`config.mk`:
```
export PLATFORM = sky130hd
export DESIGN_NAME = mul_sequencer
export DESIGN_NICKNAME = d
export VERILOG_FILES = /design/src/rtl/cpu_pkg.sv /design/src/rtl/booth_multiplier.sv /design/src/rtl/mul_sequencer.sv
export SDC_FILE = /design/constraint.sdc
export NUM_CORES = 2
export LEC_CHECK = 0
export ABC_AREA = 1
export BUFFER_PORTS_ARGS = -buffer_cell sky130_fd_sc_hd__buf_2
export CORE_MARGIN = 4
export CORE_UTILIZATION = 60
export DETAILED_ROUTE_END_ITERATION = 6
export GPL_TIMING_DRIVEN = 0
export HOLD_SLACK_MARGIN = 0.06
export PLACE_DENSITY = 0.85
export SETUP_SLACK_MARGIN = 0.05
export SLEW_MARGIN = 20
export SYNTH_ARGS = -nofsm -noshare
export SYNTH_HDL_FRONTEND = slang
export SYNTH_SLANG_ARGS = --single-unit
```
`constraint.sdc`:
```
create_clock -name clock -period 7.8 [get_ports clock]
set_input_delay 0 -clock clock [delete_from_list [all_inputs] [get_ports clock]]
set_output_delay 0 -clock clock [all_outputs]
set_load 0.1 [all_outputs]
```
`src/rtl/cpu_pkg.sv`:
```
// Shared CPU package: multiply sequencer state encoding and sizing constants.
package cpu_pkg;

  localparam int DATA_W     = 32;
  localparam int MAX_CYCLES = 15;
  localparam int CNT_W      = 4;

  typedef enum logic [1:0] {
    ST_IDLE  = 2'd0,
    ST_WAIT  = 2'd1,
    ST_WRITE = 2'd2
  } mul_state_e;

endpackage

```
`src/rtl/booth_multiplier.sv`:
```
// Combinational 32x32 signed multiplier; full 64-bit product, meant to be
// constrained as a multicycle path by its sequencer.
module booth_multiplier
  import cpu_pkg::*;
(
  input  logic [DATA_W-1:0]   a,
  input  logic [DATA_W-1:0]   b,
  output logic [2*DATA_W-1:0] p
);

  assign p = $signed(a) * $signed(b);

endmodule

```
`src/rtl/mul_sequencer.sv`:
```
// Multicycle sequencer for booth_multiplier: holds operands MUL_CYCLES cycles,
// then writes HI/LO. Optional zero-operand bypass via `MUL_ZERO_SKIP_EN.
module mul_sequencer
  import cpu_pkg::*;
#(
  parameter int MUL_CYCLES = 4
) (
  input  logic              clock,
  input  logic              clear,
  input  logic              start,
  input  logic [DATA_W-1:0] mcand,
  input  logic [DATA_W-1:0] mplier,
  output logic              ready,
  output logic              busy,
  output logic              done,
  output logic              hi_en,
  output logic              lo_en,
  output logic [DATA_W-1:0] hi_out,
  output logic [DATA_W-1:0] lo_out
);

  mul_state_e        state_q, state_d;
  logic [CNT_W-1:0]  cnt_q, cnt_d;
  logic [DATA_W-1:0] a_q, a_d;
  logic [DATA_W-1:0] b_q, b_d;
  logic [DATA_W-1:0] hi_q, hi_d;
  logic [DATA_W-1:0] lo_q, lo_d;
  logic              done_q, done_d;
  logic [2*DATA_W-1:0] prod;

  booth_multiplier u_mul (
    .a (a_q),
    .b (b_q),
    .p (prod)
  );

  always_comb begin
    state_d = state_q;
    cnt_d   = cnt_q;
    a_d     = a_q;
    b_d     = b_q;
    hi_d    = hi_q;
    lo_d    = lo_q;
    done_d  = 1'b0;
    unique case (state_q)
      ST_IDLE: begin
        if (start) begin
          a_d     = mcand;
          b_d     = mplier;
          cnt_d   = CNT_W'(MUL_CYCLES - 1);
          state_d = ST_WAIT;
`ifdef MUL_ZERO_SKIP_EN
          if (mcand == '0 || mplier == '0) begin
            hi_d    = '0;
            lo_d    = '0;
            done_d  = 1'b1;
            state_d = ST_WRITE;
          end
`else
`endif
        end
      end
      ST_WAIT: begin
        if (cnt_q == '0) begin
          {hi_d, lo_d} = prod;
          done_d       = 1'b1;
          state_d      = ST_WRITE;
        end else begin
          cnt_d = cnt_q - 1'b1;
        end
      end
      ST_WRITE: state_d = ST_IDLE;
      default:  state_d = ST_IDLE;
    endcase
  end

  always_ff @(posedge clock) begin
    if (clear) begin
      state_q <= ST_IDLE;
      cnt_q   <= '0;
      a_q     <= '0;
      b_q     <= '0;
      hi_q    <= '0;
      lo_q    <= '0;
      done_q  <= 1'b0;
    end else begin
      state_q <= state_d;
      cnt_q   <= cnt_d;
      a_q     <= a_d;
      b_q     <= b_d;
      hi_q    <= hi_d;
      lo_q    <= lo_d;
      done_q  <= done_d;
    end
  end

  assign ready  = (state_q == ST_IDLE);
  assign busy   = (state_q == ST_WAIT) || (state_q == ST_WRITE);
  assign done   = done_q;
  assign hi_en  = done_q;
  assign lo_en  = done_q;
  assign hi_out = hi_q;
  assign lo_out = lo_q;

endmodule
```
==> flow_summary_export.csv <==
group,metric,value,unit
sta,timing.final.crit_period,7690,ps
routing,ant_nets,0,
clock_network,worst_skew_pair.late_latency,540,ps
clock_network,clock_path_buffers,2,
logic_synthesis,cell_area_after_synthesis,43800,um2
logic_synthesis,ys_warn_count,0,
logic_synthesis,synthDominantCellAreaShare,49.5,%
floorplan,core.rowCount,98,
worst_setup_path,worstSetupStartpointType,"register",
logic_synthesis,postSynthAreaPerCell,7.66,um2
sta,worstMarginPinSlew,983,ps
layout,areaGrowthSynthToFinish,8.52,%
hold_path,holdCritPathClass,"in2reg",
logic_synthesis,number_of_standard_cells_after_synthesis,5716,
clock_network,clk_pin_slew,110,ps
logic_synthesis,yosysSeqAreaShare,6.18,%
worst_setup_path,cp_slowest_cell,"dfxtp_1",
clock_network,clock_sink_count,135,
floorplan,die-width,278,um
run_status,outcome,"finished clean",
sta,hold_viol_final,0,
layout,final_cells,6871,
floorplan,ios,136,
sta,relSlewSlack,34.4,%
global_routing,grt_pass1_vias,40100,
routing,via_count,38600,
logic_synthesis,synth_simple_gate_area_share,18.1,%
worst_setup_path,endpoint_kind,"register",
routing,wl,163000,um
logic_synthesis,postSynthNetCount,7053,
logic_synthesis,yosys.area_share.adder,54.9,%
logic_synthesis,ys_ff_latch,135,
global_routing,antenna_found_initial,2,
logic_synthesis,combinational_family_with_the_most_area_after_synthesis,"adder cells",
worst_setup_path,crit_path_max_fanout,10,
global_routing,grt-ovfl-total,0,
logic_synthesis,yosys_most_used_dff,"dfxtp_1",
floorplan,floorplan.initialDensity,60.9,%
routing,detail_route.iter0.violations,4737,
placement,routabilityCongestion,1.09,
sta,rsz0062_at_grt,"yes",
sta,fin_tns_setup,0,ps
worst_setup_path,cp_common_cell,"fa_1",
worst_setup_path,crit_type,"reg2reg",
layout,finish.net_count,7241,
sta,final.setup_skew,45.8,ps
routing,routed_via_density,5.62,
floorplan,core_region_area,71900,um2
global_routing,grt_max_degree,20,
layout,layout-drive-gt1-share,8.35,%
sta,timing_max_transition_violations_final,0,
sta,maxClockFrequency,0.130,GHz
global_routing,total_routing_usage_gr,42.9,%
floorplan,die_height,278,um
placement,io_buffers,135,
logic_synthesis,number_of_unique_standard_cell_types_used_by_synthesis,38,
routing,drt-wirelength-per-cell,23.8,um
sta,layout_worst_path_cycle_share,98.6,%
layout,final_core_util,66.1,%
logic_synthesis,yosysTopAreaCell,"fa_1",
worst_setup_path,cp.arrival,8090,ps
clock_network,htree_levels,4,
placement,hpwl,136000,um
placement,pre_cts_slack,-1100,ps
logic_synthesis,async_reset_ff_share,0,%
routing,drt_first_pass_iters,6,
global_routing,grt_pass1_wl,244000,um
logic_synthesis,synth-edff-count,0,
logic_synthesis,synth.mux.area_fraction,0,%
flow_run,max_cap_violations,0,
sta,finalSetupViolations,0,
clock_network,cts_made_buffers,17,
logic_synthesis,synth_compound_gate_area_share,2.69,%
layout,filler_cell_count,6144,
logic_synthesis,yosys.area_share.xor_xnor,0.540,%
worst_setup_path,required,8200,ps
clock_network,cts.root.buffer_cell,"clkbuf_16",
logic_synthesis,synth.area.top_cells,"fa_1 49%, inv_1 15%, nand2_1 13%",
clock_network,cts_tree,"yes",
sta,finalWorstSetupSlack,109,ps
worst_setup_path,crit_path_max_incr_delay,680,ps
routing,drc_violations_left,0,
placement,place_inst,6801,
floorplan,floorplan.die_area,77300,um2
-- cell type report --
class	count	area (um2)	area share, %
Tap cell	950	1190	2.50
Clock buffer	18	439	0.925
Sequential cell	135	2730	5.75
Antenna cell	4	10.0	0.0211
Clock inverter	14	139	0.292
Timing Repair Buffer	223	1530	3.22
Inverter	1756	6600	13.9
Buffer	242	1350	2.85
Multi-Input combinational cell	3529	33500	70.5
-- worst max-delay path: cells and delay by family (launching register included) --
family / cells / cell delay (ps)
fa+ha+maj: 9 / 4610
buf+inv: 6 / 730
simple gates: 9 / 1120
compound gates: 2 / 430
flops: 1 / 680
-- metrics by stage --
stage	cell area, um2	hold WS, ps
2_1_floorplan	43800	69.1
3_3_place_gp	45600	248
3_5_place_dp	45600	256
4_1_cts	47100	245
5_1_grt	47500	300
6_report	47500	265
-- cells in the final DEF, fill, tap and decap left out, types with 34 or more instances in the layout --
cell,count
fa_1,1066
a21oi_1,73
clkbuf_4,52
inv_1,1739
buf_4,34
clkbuf_1,56
ha_1,179
buf_2,153
nor2_1,257
clkbuf_2,94
dlygate4sd3_1,66
o21ai_0,108
dfxtp_1,112
nand2_1,1556
nand3_1,101
-- what timing repair did --
item                                    4_1_cts  5_1_grt
hold endpoints to repair                     68        0
hold buffers                                 66        0
endpoints found under the setup margin       42       41
resized for setup                           151      331
pin swaps                                     2       10
setup buffers                                 9       12
-- sequential cells by signal (all words and copies together) (netlist names) --
name and count:
a_q 32, b_q 32, cnt_q 4, done 1, hi_out 32, lo_out 32
state_q 2
-- synthesized netlist by cell type, types with 9 or more instances --
library cell / number
nor3_1: 9
inv_2: 11
inv_1: 1743
nand2_1: 1564
a21oi_1: 75
nor2_1: 260
ha_1: 188
clkbuf_1: 292
o21ai_0: 108
dfxtp_1: 135
nor2_2: 13
o21bai_1: 14
fa_1: 1082
o21ai_1: 14
nand3_1: 101
or2_2: 11
xor2_1: 19
nand4_1: 23
-- routing by layer --
metal	wire length (um)	track usage, %	vias to the layer above
met5	67	0	-
met4	15600	31.5	4
met3	21900	13.1	776
met2	70500	64.3	2752
met1	55300	52.9	18900
li1	-	-	16200
-- path summary, 6_finish.rpt --
check        slack (ps)       from  cells after the start         to
min                 260   mcand[1]                      4     a_q[1]
max                 110    b_q[24]                     26  hi_out[7]
max reg2reg         110    b_q[24]                     26  hi_out[7]
min reg2reg         480  lo_out[0]                      2  lo_out[0]
-- cell families after synthesis --
kind of cell / after synthesis
xor gates and xnor gates: 27
adders and majority gates: 1270
DFF: 135
buffers and inverters: 2052
AOI/OAI and AO/OA: 223
and+or+nand+nor: 2009
Power is left out: the tool's default activity adds up to more than one toggle a clock period on the data nets, which glitch-free logic cannot reach.
